`src/rtl/prog_loader.sv`:
```
// prog_loader: byte-stream program loader for the CPU instruction memory.
// Receives LEN_LO, LEN_HI, 4*N little-endian payload bytes and an XOR
// checksum, writes each assembled word through the memory write port and
// holds the CPU in reset until a complete, checksum-correct image is loaded.
//
// Ports:
//   clk        system clock, rising edge
//   reset_n    asynchronous active-low reset
//   start      one-cycle pulse, begins a load from IDLE, DONE or ERR
//   in_valid   byte present on in_data
//   in_data    stream byte
//   in_ready   loader accepts in_data this cycle
//   wren       instruction-memory write enable (one-cycle pulse)
//   wraddress  instruction-memory word address (holds between writes)
//   data       instruction word (holds between writes)
//   cpu_reset  active-high CPU reset, held while loading or after an error
//   busy       load in progress
//   done       last load succeeded
//   err        last load failed
module prog_loader #(
  parameter int unsigned ADDR_W = 8,
  parameter int unsigned DEPTH  = 256
) (
  input  logic              clk,
  input  logic              reset_n,
  input  logic              start,
  input  logic              in_valid,
  input  logic [7:0]        in_data,
  output logic              in_ready,
  output logic              wren,
  output logic [ADDR_W-1:0] wraddress,
  output logic [31:0]       data,
  output logic              cpu_reset,
  output logic              busy,
  output logic              done,
  output logic              err
);

  localparam logic [2:0] S_IDLE   = 3'd0;
  localparam logic [2:0] S_LEN_LO = 3'd1;
  localparam logic [2:0] S_LEN_HI = 3'd2;
  localparam logic [2:0] S_DATA   = 3'd3;
  localparam logic [2:0] S_CHECK  = 3'd4;
  localparam logic [2:0] S_DONE   = 3'd5;
  localparam logic [2:0] S_ERR    = 3'd6;

  logic [2:0]        state;
  logic [7:0]        len_lo;
  logic [15:0]       remain;     // words still to be written
  logic [ADDR_W-1:0] addr;       // index of the next word to write
  logic [1:0]        byte_cnt;
  logic [23:0]       shreg;      // first three bytes of the current word
  logic [7:0]        chk;
  logic              accept;
  logic [15:0]       len_word;
  logic              len_bad;

  // Pure state decode: in_ready never depends on in_valid.
  assign busy     = (state == S_LEN_LO) || (state == S_LEN_HI) ||
                    (state == S_DATA)   || (state == S_CHECK);
  assign in_ready = busy;
  assign accept   = in_valid && in_ready;

  assign len_word = {in_data, len_lo};
  assign len_bad  = (len_word == 16'd0) || (32'(len_word) > DEPTH);

  always_ff @(posedge clk or negedge reset_n) begin
    if (!reset_n) begin
      state     <= S_IDLE;
      len_lo    <= '0;
      remain    <= '0;
      addr      <= '0;
      byte_cnt  <= '0;
      shreg     <= '0;
      chk       <= '0;
      wren      <= 1'b0;
      wraddress <= '0;
      data      <= '0;
      cpu_reset <= 1'b0;
      done      <= 1'b0;
      err       <= 1'b0;
    end else begin
      wren <= 1'b0;
      case (state)
        S_IDLE, S_DONE, S_ERR: begin
          if (start) begin
            state     <= S_LEN_LO;
            done      <= 1'b0;
            err       <= 1'b0;
            cpu_reset <= 1'b1;
            addr      <= '0;
            chk       <= '0;
            byte_cnt  <= '0;
          end
        end
        S_LEN_LO: begin
          if (accept) begin
            len_lo <= in_data;
            state  <= S_LEN_HI;
          end
        end
        S_LEN_HI: begin
          if (accept) begin
            if (len_bad) begin
              state <= S_ERR;
              err   <= 1'b1;
            end else begin
              remain <= len_word;
              state  <= S_DATA;
            end
          end
        end
        S_DATA: begin
          if (accept) begin
            chk      <= chk ^ in_data;
            shreg    <= {in_data, shreg[23:8]};
            byte_cnt <= byte_cnt + 2'd1;
            if (byte_cnt == 2'd3) begin
              wren      <= 1'b1;
              wraddress <= addr;
              data      <= {in_data, shreg};
              addr      <= addr + 1'b1;
              remain    <= remain - 16'd1;
              if (remain == 16'd1) state <= S_CHECK;
            end
          end
        end
        S_CHECK: begin
          if (accept) begin
            if (chk == in_data) begin
              state     <= S_DONE;
              done      <= 1'b1;
              cpu_reset <= 1'b0;
            end else begin
              state <= S_ERR;
              err   <= 1'b1;
            end
          end
        end
        default: state <= S_IDLE;
      endcase
    end
  end

endmodule

```
`config.mk`:
```
export PLATFORM = sky130hd
export DESIGN_NAME = prog_loader
export DESIGN_NICKNAME = d
export VERILOG_FILES = /design/src/rtl/prog_loader.sv
export SDC_FILE = /design/constraint.sdc
export NUM_CORES = 1
export LEC_CHECK = 0
export BUFFER_PORTS_ARGS = -buffer_cell sky130_fd_sc_hd__buf_2
export CAP_MARGIN = 20
export CORE_AREA = 2 2 161 100
export DETAILED_ROUTE_END_ITERATION = 10
export DIE_AREA = 0 0 163 102
export PLACE_DENSITY = 0.52
export SYNTH_ARGS = -nofsm -noshare
export SYNTH_HDL_FRONTEND = slang
export SYNTH_SLANG_ARGS = --single-unit
```
`constraint.sdc`:
```
create_clock -name clk -period 7.9 [get_ports clk]
set_input_delay 1.58 -clock clk [delete_from_list [all_inputs] [get_ports clk]]
set_output_delay 1.58 -clock clk [all_outputs]
set_load 0.005 [all_outputs]
```
# Yosys cells after proc, flatten, opt, wreduce, memory -nomap -nowiden
# Index checks and enable logic that the tools add are counted.
[classes]
add_sub_neg = 3
n_lt_le_gt_ge = 1
n_eq_ne = 20
muxes = 40
bitwise_logic = 1
reduce_logical = 21
[ops]
columns = ["op", "n"]
rows = [
  ["two-way mux 16 bit", 4],
  ["two-way mux 8 bit", 4],
  ["one-hot mux 16 bit (2 select lines)", 1],
  ["one-hot mux 8 bit (2 select lines)", 2],
  ["two-way mux 3 bit", 8],
  ["equality test 16 x 1 -> 1 bit (second input constant)", 1],
  ["> comparator 16 x 9 -> 1 bit (second input constant)", 1],
  ["zero test 16 bit", 1],
  ["inequality test 2 bit (second input constant)", 8],
  ["subtractor 16 x 1 -> 16 bit (second input constant)", 1],
  ["one-hot mux 3 bit (5 select lines)", 1],
  ["two-way mux 1 bit", 13],
  ["equality test 3 bit (second input constant)", 3],
  ["adder 8 x 1 -> 8 bit (second input constant)", 1],
  ["equality test 8 bit", 1],
  ["AND reduction 4 bit", 2],
  ["XOR 8 bit", 1],
  ["AND reduction 7 bit", 1],
  ["equality test 3 x 2 -> 1 bit (second input constant)", 2],
  ["two-way mux 2 bit", 3],
  ["inequality test 2 x 1 -> 1 bit (second input constant)", 3],
  ["AND reduction 3 bit", 2],
  ["AND reduction 6 bit", 1],
  ["nonzero test 2 bit", 3],
  ["13 further kinds", 18],
]
[word_totals]
register_bits = 113
in_bits = 12
output_inout_bits = 46
wordCells = 99

# Logic depth before layout (Yosys ltp)
# Gate-level depths: netlist of run 1.
[logic_depth]
ltp_word = 7
ltp_mapped = 9
mapped_depth_nobuf = 6

# Worst setup path before layout of run 1
# Ideal clock, no wire load.
[synth_timing]
path_kind = "input -> register"
start = "in in_data[3]"
end = "reg remain[6]"
setup_time_ns = 0.125
arrival_time_ns = 3.461
t_required_ns = 7.775
setup_slack_ns = 4.315
path_stages = 7
n_path_buf = 2
cell_sequence = "clkbuf_1 > nor4_1 > nand2_1 > a2111oi_1 > or2_2 > clkbuf_1 > mux2_2"
[synth_between]
elab_chain_cells = 4
[synth_rtl]
columns = ["element", "line", "source"]
rows = [
  ["start, declared", "28", "input logic [7:0] in_data,"],
  ["> comparator 16 x 9 -> 1 bit / zero test 16 bit (equally long branches)", "65", "assign len_bad = (len_word == 16'd0) || (32'(len_word) > DEPTH);"],
  ["logical OR 1 bit *", "65", ""],
  ["inequality test 2 bit (no source line) *", "-", ""],
  ["AND reduction 5 bit (no source line) *", "-", ""],
  ["end signal, assigned", "108", "remain <= len_word;"],
  ["end signal, assigned", "123", "remain <= remain - 16'd1;"],
  ["end, declared", "49", "logic [15:0] remain;"],
]
# Mark *: on every way between the ends. The rest lies on a longest branch, timed or not.
# A chain may end at the register's enable or synchronous reset.

# Final worst setup path of run 1
[layout_timing]
start = "in in_valid"
end = "reg remain[6]"
[layout_between]
elab_chain_cells = 3
[layout_rtl]
columns = ["element", "line", "source"]
rows = [
  ["start, declared", "27", "input logic in_valid,"],
  ["logical AND 1 bit *", "62", "assign accept = in_valid && in_ready;"],
  ["inequality test 2 bit (no source line)", "-", ""],
  ["AND reduction 5 bit (no source line) *", "-", ""],
]
# Marks and branches as above.

==> flow_metrics.py, run 1 <==
metrics = {
    "outcome": {
        "status": "finished, final reports clean",
    },
    "global_route": {
        "grt_max_degree": 67,
        "grtUsageTotal": 0.1784,
        "gr-total-overflow": 0,
        "grt_pass1_wl_microns": 22620,
        "grt_pass1_vias": 4258,
        "antenna_found_initial": 0,
    },
    "floorplanning": {
        "num_rows": 35,
        "ios": 58,
        "die_w_microns": 163,
        "die-area_sq_um": 16630,
        "start_util": 0.3467,
        "dieHeight_microns": 102,
        "core_sq_um": 15110,
    },
    "critical_path": {
        "cp-start-kind": "input pin",
        "cp-end-kind": "flip-flop",
        "cp.arrival_ns": 4.72,
        "cp-startpoint": "in_valid",
        "r2r_cells": 5,
        "cp.required_ns": 8.19,
        "critical_path_class": "in -> reg",
        "r2r_setup_slack_ns": 4.09,
        "endpoint": "remain[6]",
        "r2r-start": "state[1]",
        "crit_fanout": 51,
        "worst_r2r_endpoint": "remain[6]",
    },
    "cts": {
        "post-cts-setup-buffers": 0,
        "ctsResizeCount": 0,
        "clock-root-buffer": "clkbuf_16",
        "cts_hold_buf": 0,
        "clock-sinks": 113,
        "clock_latency_ns": 0.41,
        "cts_tree": "built",
        "ctsHtreeMaxLevel": 4,
        "cts.reportedPaths.clkPinSlew_ns": 0.06,
        "cts_buffers": 17,
        "clock_path_buffers": 2,
    },
    "drt": {
        "routed-wl-met2_microns": 5783,
        "wl_per_cell_microns": 16.66,
        "drt_iter0_drc": 314,
        "drtAntennaViolNets": 0,
        "routed.top_layer": "met4",
        "vias": 4297,
        "wl_met3_microns": 817,
        "drt-pass1-iter-count": 5,
        "drcViolationCount": 0,
        "drt-met1-wl_microns": 7045,
        "routed_via_density": 5.183,
        "wirelength_microns": 13820,
    },
    "placement": {
        "io_buffer_count": 57,
        "placed_area_sq_um": 5639,
        "dp_hpwl_microns": 9247,
        "routabilityCongestion": 0.8608,
    },
    "worst_hold_path": {
        "min_from": "data[15]",
        "hp-class": "reg -> reg",
    },
    "synthesis": {
        "synth-warning-count": 0,
        "synth_top_area_frac": 0.5398,
        "synthesis.instances": 568,
        "synth_nets": 584,
        "ys_seq_area_frac": 0.5398,
        "synth-main-ff-cell": "dfrtp_1",
        "yosysTopAreaCell": "dfrtp_1",
        "avgSynthCellArea_sq_um": 9.223,
        "synth-edff-count": 0,
        "netlist_area_sq_um": 5239,
        "synth_area_leaders": "dfrtp_1, nand2_1, mux2_2",
        "ys_types": 60,
        "synthArstFlopShare": 1.000,
        "ys_ff_latch": 113,
    },
    "sta": {
        "setup_violations": 0,
        "fin_skew_ns": 0.01669,
        "rsz0062_at_grt": "false",
        "tns_ns": 0,
        "period_share": 0.5610,
        "post-route-min-period_ns": 4.432,
        "hold_viol": 0,
        "slew_violations": 0,
        "slew_headroom": 0.3134,
        "max_freq_ghz": 0.2256,
        "tightest_slew_ns": 1.029,
    },
    "pwr": {
        "power_density_nw_per_um2": 338.7,
        "p_leak_nw": 3.190,
        "peakVddDrop_v": 0.0001576,
        "finalPower_mw": 2.119,
    },
    "cells_and_area": {
        "n_antenna_cell": 0,
        "drive_above_1_share": 0.1821,
        "areaGrowthSynthToFinish_pct": 19.42,
        "final_core_util": 0.4141,
        "nets": 629,
        "fin_area_sq_um": 6256,
    },
    "job": {
        "drv_cap": 0,
    },
}
## final cells by class
cell class | instances | area [sq um]
Fill cell | 1469 | 8852
Sequential cell | 113 | 2828
Multi-Input combinational cell | 411 | 2213
Clock buffer | 18 | 439.2
Timing Repair Buffer | 63 | 340.3
Tap cell | 203 | 254.0
Clock inverter | 14 | 155.1
Inverter | 7 | 26.28
## registers in the layout (all words and copies together) (netlist names), 3 cells and up
signal and cells:
shreg 24, state 3, wraddress 8, chk 8
data 32, remain 16, addr 8, len_lo 8
## where the power goes
group,switching [mW],leakage [nW],total [mW],internal [mW]
registers,0.141,1.50,0.851,0.711
clock network,0.291,0.288,0.768,0.477
logic,0.278,1.40,0.499,0.221
## synth_stat cells, types with 3 or more instances
library cell,instances
xnor2_1,13
and3_1,3
nor4_1,3
o21ai_0,18
nor3_1,10
or3_1,3
buf_6,4
mux2i_1,8
buf_1,4
ha_1,4
o31ai_1,3
nand3_1,7
a21oi_1,22
clkbuf_1,25
nor2_1,16
dfrtp_1,113
nand3b_1,5
o21a_1,10
nand4_1,5
nand2_1,214
and2_1,3
inv_1,6
mux2_2,11
xor2_1,3
o22ai_1,5
## cell usage in the layout, fill, tap and decap left out, types with 6 or more instances in the layout
cell	n
dfrtp_1	113
buf_2	56
a21oi_1	22
clkbuf_16	17
inv_1	6
o21a_1	10
nor3_1	10
nor2_1	16
nand2_1	213
o21ai_0	18
nand3_1	7
mux2i_1	8
xnor2_1	13
mux2_2	11
## metrics by stage
stage	setup slack [ns]	std cells	hold slack, ns
2_1_floorplan	4.315	568	0.4386
3_3_place_gp	3.139	794	0.4549
3_5_place_dp	2.970	795	0.4602
4_1_cts	3.394	827	0.4739
5_1_grt	3.165	829	0.5003
6_report	3.468	829	0.4682
## layer usage
layer,global-route usage,vias to the layer above
met3,0.04058,16
met2,0.2542,133
met5,0,-
met1,0.2638,2136
met4,0.06807,0
li1,-,2012
## critical path, cell delays in order
cell	delay [ns]
buf_2	0.20
and4b_1	0.91
nand2_2	0.83
inv_1	0.54
or2_2	0.29
mux2_2	0.36
## how the worst min path moves through the flow
stage / cells after the start / end / slack, ns
2_1_floorplan: 2 / data[0] / 0.44
3_3_place_gp: 2 / data[18] / 0.45
3_5_place_dp: 2 / data[15] / 0.46
4_1_cts: 2 / data[15] / 0.47
5_1_grt: 2 / data[6] / 0.50
6_report: 2 / data[15] / 0.47
## logic make-up (layout without fill, tap and decap cells)
| group | after synthesis | count (layout) | synth area share |
|---|---|---|---|
| mux | 19 | 19 | 0.03893 |
| simple gates | 286 | 286 | 0.2374 |
| flops | 113 | 113 | 0.5398 |
| fa+ha+maj | 4 | 4 | 0.009554 |
| buf+inv | 44 | 102 | 0.03917 |
| xor+xnor | 16 | 16 | 0.02675 |
| compound gates | 86 | 86 | 0.1084 |
No activity file was read; power rests on OpenSTA's default activity.
==> run 2, diff against run 1 <==
Settings changed: PLACE_DENSITY 0.52 to 0.54.
Clock period 7.9 ns to 3.68 ns, I/O delays scaled along.
==> flow_metrics.py, run 2 (synthesized netlist as in run 1, its figures left out) <==
metrics = {
    "floorplanning": {
        "num_rows": 35,
        "dieHeight_microns": 102,
        "die-area_sq_um": 16630,
        "core_sq_um": 15110,
        "ios": 58,
        "die_w_microns": 163,
        "start_util": 0.3467,
    },
    "cts": {
        "post-cts-setup-buffers": 0,
        "clock-root-buffer": "clkbuf_16",
        "ctsResizeCount": 0,
        "clock_path_buffers": 2,
        "cts_hold_buf": 0,
        "cts_tree": "built",
        "cts_buffers": 17,
        "clock-sinks": 113,
        "ctsHtreeMaxLevel": 4,
        "clock_latency_ns": 0.42,
        "cts.reportedPaths.clkPinSlew_ns": 0.06,
    },
    "sta": {
        "tns_ns": 0,
        "slew_headroom": 0.3872,
        "rsz0062_at_grt": "false",
        "max_freq_ghz": 0.3760,
        "tightest_slew_ns": 0.9164,
        "period_share": 0.7226,
        "slew_violations": 0,
        "hold_viol": 0,
        "post-route-min-period_ns": 2.659,
        "setup_violations": 0,
        "fin_skew_ns": 0.007485,
    },
    "global_route": {
        "antenna_found_initial": 0,
        "use_met2": 0.2425,
        "use_met3": 0.04911,
        "grt_pass1_wl_microns": 22330,
        "gr-total-overflow": 0,
        "grt_util_met1": 0.2657,
        "grtUsageTotal": 0.1757,
        "grt_pass1_vias": 4131,
        "grt_max_degree": 61,
        "grt_busiest_layer": "met1",
    },
    "cells_and_area": {
        "final_common_cell": "nand2_1",
        "top_regs": "data (32), shreg (24), remain (16)",
        "n_antenna_cell": 0,
        "registers.top_by_ff_count": "data",
        "final_cell_mix": "nand2_1, dfrtp_1, buf_2",
        "largest_reg_flops": 32,
        "areaGrowthSynthToFinish_pct": 20.01,
        "nets": 632,
        "drive_above_1_share": 0.1860,
    },
    "pwr": {
        "finalPower_mw": 4.560,
        "p_clk_frac": 0.366,
        "power_density_nw_per_um2": 725.2,
        "seq_power_share": 0.402,
        "peakVddDrop_v": 0.0003386,
        "switchingPower_mw": 1.540,
        "internal_power_mw": 3.019,
        "swShare": 0.3378,
        "p_leak_nw": 3.209,
        "combPwrFrac": 0.232,
    },
    "critical_path": {
        "cp_cell_sequence": "or4_1 -> or4_4 -> or4_4 -> and2_4 -> a211o_1",
        "cp-start-kind": "flip-flop",
        "max_stage_delay_ns": 0.63,
        "cp.arrival_ns": 2.96,
        "cp.required_ns": 3.98,
        "cp-end-kind": "flip-flop",
        "crit_fanout": 6,
        "critical_path_class": "reg -> reg",
        "cp_common_cell": "or4_4",
        "cp_slowest_cell": "or4_1",
    },
    "worst_hold_path": {
        "hp-class": "in -> async",
    },
    "drt": {
        "drt_iter0_drc": 425,
        "wl_per_cell_microns": 16.06,
        "drcViolationCount": 0,
        "routed_via_density": 5.041,
        "drtAntennaViolNets": 0,
        "vias": 4194,
        "wirelength_microns": 13360,
        "drt-pass1-iter-count": 5,
    },
    "placement": {
        "dp_hpwl_microns": 9053,
        "routabilityCongestion": 0.9137,
        "io_buffer_count": 57,
    },
    "outcome": {
        "status": "finished, final reports clean",
    },
    "job": {
        "drv_cap": 0,
    },
}
run 2: critical path: cells and delay by family, from the launching register on:
kind            cells  cell delay, ns
simple gates        4            1.87
compound gates      1            0.28
flops               1            0.39
run 2: worst paths after layout:
| path | startpoint | end | slack (ns) | cells past startpoint |
|---|---|---|---|---|
| min in group clk | wraddress[6] | wraddress[6] | 0.47 | 2 |
| max in group asynchronous | reset_n | chk[7] | 2.53 | 2 |
| worst min register to register | wraddress[6] | wraddress[6] | 0.47 | 2 |
| worst max register to register | remain[10] | state[1] | 1.02 | 5 |
| worst max-delay path | remain[10] | state[1] | 1.02 | 5 |
| worst min-delay path | reset_n | err | 0.39 | 1 |
run 2: power groups by stage:
stage          Clock [mW]  Sequential, mW  Combinational (mW)
2_1_floorplan           0            1.72               0.889
3_3_place_gp            0            1.83                1.04
3_5_place_dp            0            1.84                1.05
4_1_cts              1.70            1.82                1.06
5_1_grt              1.77            1.87                1.19
6_report             1.67            1.83                1.06
run 2: stage by stage:
step | util | setup slack [ns] | std cells | cell area [sq um] | hold slack [ns]
finish | 0.4161 | 1.021 | 832 | 6287 | 0.3865
global route | 0.4161 | 0.9896 | 832 | 6287 | 0.4445
CTS | 0.4161 | 1.050 | 832 | 6287 | 0.4059
detailed placement | 0.3766 | 1.024 | 800 | 5689 | 0.4569
global placement | 0.3766 | 1.100 | 800 | 5689 | 0.4573
floorplan | - | 0.9386 | 568 | 5239 | 0.4386
run 2: layout make-up:
| type | instances | area, sq um |
|---|---|---|
| inverters | 7 | 26.28 |
| well taps | 203 | 254.0 |
| multi-input cells | 411 | 2213 |
| clock buffers | 17 | 425.4 |
| clock inverters | 15 | 172.7 |
| repair buffers | 66 | 367.9 |
| flip-flops and latches | 113 | 2828 |
| fillers | 1502 | 8821 |
run 2: metal layers:
| layer | vias up | wire length, microns |
|---|---|---|
| met5 | - | 0 |
| li1 | 2016 | - |
| met4 | 0 | 119 |
| met2 | 112 | 5258 |
| met3 | 11 | 836 |
| met1 | 2055 | 7148 |
